==> config.mk <==
export PLATFORM = sky130hd
export DESIGN_NAME = cordic_vec_engine
export DESIGN_NICKNAME = d
export VERILOG_FILES = /design/src/rtl/cordic_vec_engine.sv
export SDC_FILE = /design/constraint.sdc
export NUM_CORES = 2
export LEC_CHECK = 0
export CORE_ASPECT_RATIO = 0.9
export CORE_MARGIN = 2
export CORE_UTILIZATION = 55
export DETAILED_ROUTE_END_ITERATION = 16
export PLACE_DENSITY_LB_ADDON = 0.08
export SYNTH_ARGS = -nofsm -noshare
export SYNTH_HDL_FRONTEND = slang
export SYNTH_SLANG_ARGS = --single-unit
==> constraint.sdc <==
create_clock -name clk -period 11.26 [get_ports clk]
set_input_delay 2.252 -clock clk [delete_from_list [all_inputs] [get_ports clk]]
set_output_delay 2.252 -clock clk [all_outputs]
set_load 0.05 [all_outputs]
==> src/rtl/cordic_vec_engine.sv <==
// Iterative vectoring-mode CORDIC: folds (x, y) into the right half-plane, drives y to zero
// over CORDIC_STAGES micro-rotations, then gain-compensates the magnitude and fixes up the angle.
module cordic_vec_engine #(
    parameter int DATA_WIDTH    = 32,
    parameter int CORDIC_WIDTH  = 38,
    parameter int CORDIC_STAGES = 32,
    parameter int ANGLE_WIDTH   = 32
) (
    input  logic                          clk,
    input  logic                          reset,
    input  logic                          cordic_nrst,
    input  logic                          vec_en,
    input  logic signed [DATA_WIDTH-1:0]  vec_xin,
    input  logic signed [DATA_WIDTH-1:0]  vec_yin,
    input  logic                          vec_angle_calc_en,
    output logic                          vec_opvld,
    output logic signed [DATA_WIDTH-1:0]  vec_xout,
    output logic [CORDIC_STAGES-1:0]      vec_microRot_out,
    output logic [1:0]                    vec_quad_out,
    output logic                          vec_microRot_out_start,
    output logic signed [ANGLE_WIDTH-1:0] vec_angle_out
);
    localparam int IDX_W = $clog2(CORDIC_STAGES);
    localparam logic signed [63:0] KINV    = 64'sd636751;
    localparam logic signed [63:0] SAT_MAX = (64'sd1 <<< (DATA_WIDTH - 1)) - 64'sd1;
    localparam logic signed [63:0] SAT_MIN = -(64'sd1 <<< (DATA_WIDTH - 1));
    localparam logic signed [ANGLE_WIDTH-1:0] PI = 32'sh6487ED51;

    typedef enum logic [1:0] {IDLE, ITER, SCALE, DONE} state_t;

    // round(atan(2^-i) * 2^29); past i = 9 the cubic term no longer survives rounding
    function automatic logic signed [ANGLE_WIDTH-1:0] atan_lut(input logic [IDX_W-1:0] idx);
        logic signed [ANGLE_WIDTH-1:0] v;
        case (idx)
            5'd0:    v = 32'sh1921FB54;
            5'd1:    v = 32'sh0ED63383;
            5'd2:    v = 32'sh07D6DD7E;
            5'd3:    v = 32'sh03FAB753;
            5'd4:    v = 32'sh01FF55BB;
            5'd5:    v = 32'sh00FFEAAE;
            5'd6:    v = 32'sh007FFD55;
            5'd7:    v = 32'sh003FFFAB;
            5'd8:    v = 32'sh001FFFF5;
            5'd9:    v = 32'sh000FFFFF;
            default: v = (idx <= 5'd29) ? (32'sd1 <<< (5'd29 - idx)) : 32'sd0;
        endcase
        return v;
    endfunction

    state_t                          state_q, state_d;
    logic [IDX_W-1:0]                i_q, i_d;
    logic signed [CORDIC_WIDTH-1:0]  x_q, x_d, y_q, y_d;
    logic signed [ANGLE_WIDTH-1:0]   z_q, z_d;
    logic [CORDIC_STAGES-1:0]        micro_q, micro_d;
    logic [1:0]                      quad_q, quad_d;
    logic                            ang_en_q, ang_en_d;
    logic                            armed_q, armed_d;
    logic signed [DATA_WIDTH-1:0]    xout_q, xout_d;
    logic [CORDIC_STAGES-1:0]        micro_out_q, micro_out_d;
    logic [1:0]                      quad_out_q, quad_out_d;
    logic signed [ANGLE_WIDTH-1:0]   angle_out_q, angle_out_d;
    logic signed [CORDIC_WIDTH-1:0]  xin_ext, yin_ext, x_sh, y_sh;
    logic signed [63:0]              scaled;

    always_comb begin
        state_d     = state_q;
        i_d         = i_q;
        x_d         = x_q;
        y_d         = y_q;
        z_d         = z_q;
        micro_d     = micro_q;
        quad_d      = quad_q;
        ang_en_d    = ang_en_q;
        armed_d     = armed_q;
        xout_d      = xout_q;
        micro_out_d = micro_out_q;
        quad_out_d  = quad_out_q;
        angle_out_d = angle_out_q;
        xin_ext     = CORDIC_WIDTH'(vec_xin);
        yin_ext     = CORDIC_WIDTH'(vec_yin);
        x_sh        = x_q >>> i_q;
        y_sh        = y_q >>> i_q;
        scaled      = (64'(x_q) * KINV) >>> 20;

        if (!cordic_nrst) begin
            state_d     = IDLE;
            i_d         = '0;
            x_d         = '0;
            y_d         = '0;
            z_d         = '0;
            micro_d     = '0;
            quad_d      = '0;
            ang_en_d    = 1'b0;
            armed_d     = 1'b1;
            xout_d      = '0;
            micro_out_d = '0;
            quad_out_d  = '0;
            angle_out_d = '0;
        end else begin
            unique case (state_q)
                IDLE: begin
                    if (vec_en && armed_q) begin
                        quad_d   = {vec_xin[DATA_WIDTH-1], vec_yin[DATA_WIDTH-1]};
                        ang_en_d = vec_angle_calc_en;
                        // Left half-plane is rotated by pi so the iterations always converge
                        x_d      = vec_xin[DATA_WIDTH-1] ? -xin_ext : xin_ext;
                        y_d      = vec_xin[DATA_WIDTH-1] ? -yin_ext : yin_ext;
                        z_d      = '0;
                        i_d      = '0;
                        micro_d  = '0;
                        state_d  = ITER;
                    end
                end
                ITER: begin
                    if (!y_q[CORDIC_WIDTH-1]) begin
                        x_d = x_q + y_sh;
                        y_d = y_q - x_sh;
                        z_d = z_q + atan_lut(i_q);
                        micro_d[i_q] = 1'b1;
                    end else begin
                        x_d = x_q - y_sh;
                        y_d = y_q + x_sh;
                        z_d = z_q - atan_lut(i_q);
                        micro_d[i_q] = 1'b0;
                    end
                    i_d = i_q + 1'b1;
                    if (i_q == IDX_W'(CORDIC_STAGES - 1)) state_d = SCALE;
                end
                SCALE: begin
                    if (scaled > SAT_MAX)      xout_d = DATA_WIDTH'(SAT_MAX);
                    else if (scaled < SAT_MIN) xout_d = DATA_WIDTH'(SAT_MIN);
                    else                       xout_d = DATA_WIDTH'(scaled);
                    micro_out_d = micro_q;
                    quad_out_d  = quad_q;
                    if (!ang_en_q)             angle_out_d = '0;
                    else if (quad_q == 2'b10)  angle_out_d = z_q + PI;
                    else if (quad_q == 2'b11)  angle_out_d = z_q - PI;
                    else                       angle_out_d = z_q;
                    state_d = DONE;
                end
                DONE:    state_d = IDLE;
                default: state_d = IDLE;
            endcase
            // A held request must be released (or soft-cleared) before another accept
            if (state_q == SCALE) armed_d = 1'b0;
            if (!vec_en)          armed_d = 1'b1;
        end
    end

    always_ff @(posedge clk or posedge reset) begin
        if (reset) begin
            state_q     <= IDLE;
            i_q         <= '0;
            x_q         <= '0;
            y_q         <= '0;
            z_q         <= '0;
            micro_q     <= '0;
            quad_q      <= '0;
            ang_en_q    <= 1'b0;
            armed_q     <= 1'b1;
            xout_q      <= '0;
            micro_out_q <= '0;
            quad_out_q  <= '0;
            angle_out_q <= '0;
        end else begin
            state_q     <= state_d;
            i_q         <= i_d;
            x_q         <= x_d;
            y_q         <= y_d;
            z_q         <= z_d;
            micro_q     <= micro_d;
            quad_q      <= quad_d;
            ang_en_q    <= ang_en_d;
            armed_q     <= armed_d;
            xout_q      <= xout_d;
            micro_out_q <= micro_out_d;
            quad_out_q  <= quad_out_d;
            angle_out_q <= angle_out_d;
        end
    end

    assign vec_opvld              = (state_q == DONE);
    assign vec_microRot_out_start = (state_q == ITER) && (i_q == '0);
    assign vec_xout               = xout_q;
    assign vec_microRot_out       = micro_out_q;
    assign vec_quad_out           = quad_out_q;
    assign vec_angle_out          = angle_out_q;
endmodule
==> results list <==
- The flow ran to the end, and the final reports show no timing, DRC or antenna violations.
- Critical path launch point: x_q[10]
- The initial utilization of the core area, before any placement, comes to 55.4%.
- Measured against its own limit, the worst slew margin works out to 20.7%.
- The worst register-to-register path has a depth of 23.
* Arrival @ worst endpoint: 9.38 ns
- Post-synthesis instance area: 43,000 um2
- Number of rows created at floorplan: 97
- When the netlist entered floorplanning its net count stood at 5,766.
- Total negative slack: 0 ns
- Across the run, the number of max-cap violations was 0.
- The layout has 7,017 filler cells.
- Area share of the largest cell type after synthesis: 18.9%
* Startpoint of the most critical register-to-register path: x_q[10]
* Full die area: 80,500 um2
* Most frequent cells after synthesis: inv_1 (699), fa_1 (406), ha_1 (406)
* Unrepaired setup endpoints after global routing: false
- The clock passes through at most 3 buffers.
- The initial antenna violation count came to 4.
- In this run, synthesis produced a sequential element count of 249.
- Using the TritonRoute via totals, the vias-per-cell ratio works out to 6.19.
- For this block, the routed nets add up to 131 mm of wire.
- Fin crit period: 8.89 ns
- Number of synthesized flops with an enable pin: 0
- Global-route usage over all layers: 32.4%
- Startpoint of the most critical hold path: vec_angle_out[22]
- In this run the remaining antenna-violating nets after routing total 0.
* Routability congestion estimate from global placement: 0.977
- Number of vias in the routed layout: 37,000
- In the post-synthesis netlist, the biggest area contributors are fa_1 (19%), dfrtp_1 (14%), ha_1 (12%).
- Peak fanout along the critical path: 25
* Type of element launching the critical path: flop
* Nets: 5,793
* Yosys warning total: 0
- Hold repair after CTS inserted 0 buffers.
* Mapped Cells: 4,885
- Cell at the root of the clock tree: clkbuf_16
- The via count of the first global-routing pass was 35,100.
- Count of H-tree levels built during CTS: 2
* Final hold vios: 0
- The later pin in the worst-skew pair is clocked with a latency of 0.58 ns.
* Multi-input gate area in the final layout: 33,200 um2
- Type of the setup path with the least slack: reg -> reg
* Maximum number of pins on one net before global-route repair: 117
* Horizontal extent of the die: 299 um
* Initial detailed-routing violation count: 3,722
- After clock tree synthesis, the clock-pin slew on the worst setup and hold paths is 0.06 ns.
- The area growth from synthesis to layout is 8.34%.
- Hold path cells: 2
* Worst reg2reg endpoint: vec_xout[7]
- Iteration count of the initial detailed-routing pass: 6
* Clock buffer count from CTS: 35
- Final HPWL DP: 102 mm
- Element type at the critical path end: flop
- The repair_antennas step left the layout with diodes totalling 0.
* Clock Sink Count: 249
- Measured along the y axis, the die boundary spans 269 um.
- The tightest min-delay check is of the reg -> reg type.
- At the worst endpoint, the required time is 11.75 ns.
- The total overflow left after global routing is 0.
* Worst reg2reg setup slack: 2.37 ns
- Hold is met by 0.475 ns.
- After detailed placement, the design holds a cell count of 5,914.
- Number of buffers inserted by port buffering: 168
* Post-CTS setup buffers: 0
- Average cell area after synthesis: 8.81 um2
* First-pass GRT wire length: 206 mm
- Of all cell types, the one taking the most synthesized area is fa_1.
- After detailed routing, the average wire length per cell comes to 21.9 um.
- Cell variety after synth: 99
- Number of max-slew violations in the final report: 0
- Area taken by flip-flops and latches: 6250 um2
- The path with the worst hold slack has its endpoint at vec_angle_out[22].
- Achievable Freq: 113 MHz
- In this run the count of I/O pins placed on the die edge is 169.
- inv_1 is the most common cell in the netlist.
- Primary flip-flop cell chosen by synthesis mapping: dfrtp_1
- After clock tree synthesis, the repair step resized 0 gates.
- At the pin with the least slew margin, the transition time is 1.19 ns.
- Setup violations remaining at the end of the flow were counted as 0.
- TritonCTS clock tree: yes
- DRC violation count after routing: 0
- Excluding fillers, the count of instances in the completed layout stands at 5,975.
* Post-route fraction of the period consumed by the critical path: 78.9%
- On the final layout, the worst clock skew is 0.0294 ns.
* Post-synthesis sequential area ratio: 14.5%
* Floorplan Core Area: 77,700 um2
- For this run, asynchronously set or reset flops after synthesis account for 100%.
* Layout cell share with drive strength beyond 1: 6.38%
==> layer usage <==
| metal | up-vias | track usage, % | share of wire [%] |
|---|---|---|---|
| li1 | 17000 | - | - |
| met1 | 18100 | 50.2 | 46 |
| met5 | - | 0 | 0.027 |
| met3 | 186 | 6.07 | 9.6 |
| met4 | 6 | 7.83 | 2.5 |
| met2 | 1657 | 46.5 | 42 |
==> layout make-up <==
cell class / count / share of cell area [%]
Clock buffer: 49 / 2.14
Tap cell: 1039 / 2.79
Multi-Input combinational cell: 3699 / 71.1
Inverter: 705 / 5.69
Sequential cell: 249 / 13.4
Clock inverter: 12 / 0.360
Timing Repair Buffer: 222 / 4.47
==> state kept, by name, indices dropped and copies added, names as in the netlist, 5 cells and up <==
| register | count |
|---|---|
| i_q | 5 |
| micro_q | 32 |
| vec_angle_out | 32 |
| vec_microRot_out | 32 |
| vec_xout | 32 |
| x_q | 38 |
| y_q | 38 |
| z_q | 32 |
==> worst max-delay path by stage <==
stage | slack, ns | endpoint
CTS | 2.59 | vec_xout[7]
global placement | 2.74 | vec_xout[0]
finish | 2.37 | vec_xout[7]
detailed placement | 2.60 | vec_xout[7]
floorplan | 2.17 | ang_en_q
global route | 1.96 | vec_xout[4]
==> layout by cell type, fill, tap and decap left out, types with 23 or more instances in the layout <==
cell	count
fa_1	406
clkdlybuf4s50_1	167
nor2_1	278
o22ai_1	25
or3_1	23
a221o_1	27
mux2_2	30
mux4_2	109
a21o_1	103
and2_1	32
a31oi_1	74
a21oi_1	320
xor2_1	149
o211ai_1	31
o31ai_1	38
o21a_1	40
o21bai_1	30
nand4_1	26
buf_4	54
nor3_1	66
xnor2_1	175
nand2_1	351
nand3_1	71
ha_1	404
nand2b_1	34
dfrtp_1	241
clkbuf_16	36
a211oi_1	38
nor2b_1	33
and3_1	31
mux2i_1	95
inv_1	697
o21ai_0	337
==> cell families (layout without fill, tap and decap cells) <==
logic type | count (synthesis) | count (layout) | share of synthesized area, %
flip-flops | 249 | 249 | 14.5
adder cells (fa/ha/maj) | 812 | 812 | 30.7
XOR/XNOR | 324 | 324 | 6.60
buffers and inverters | 937 | 988 | 8.56
AND/OR/NAND/NOR | 1060 | 1060 | 11.8
AO/OA/AOI/OAI | 1262 | 1262 | 18.7
multiplexers | 241 | 241 | 9.13
==> per-stage QoR <==
step                utilization (%)  cell area [um2]  setup WS [ns]
floorplan                         -            43000           2.17
global placement               58.5            45400           2.74
detailed placement             58.5            45400           2.60
CTS                            60.0            46600           2.59
global route                   60.0            46600           1.96
finish                         60.0            46600           2.37
==> worst max-delay path, cell delays in order, from the launching register on <==
cell	delay, ns
dfrtp_1	0.91
ha_1	0.45
xor2_1	0.18
ha_1	0.29
inv_1	0.05
fa_1	0.51
inv_1	0.05
fa_1	0.47
fa_1	0.54
fa_1	0.54
inv_1	0.05
fa_1	0.53
inv_1	0.04
ha_1	0.35
nand4_1	0.20
nor2_1	0.13
o21ai_0	0.28
a2111oi_0	1.06
o21ai_0	0.26
a21oi_1	0.32
nor4_1	0.12
nor2_1	0.31
a41o_1	0.88
a221o_1	0.28
Power is not shown: default switching activity piles up to over one toggle a cycle in this logic, so the estimate is an artifact.
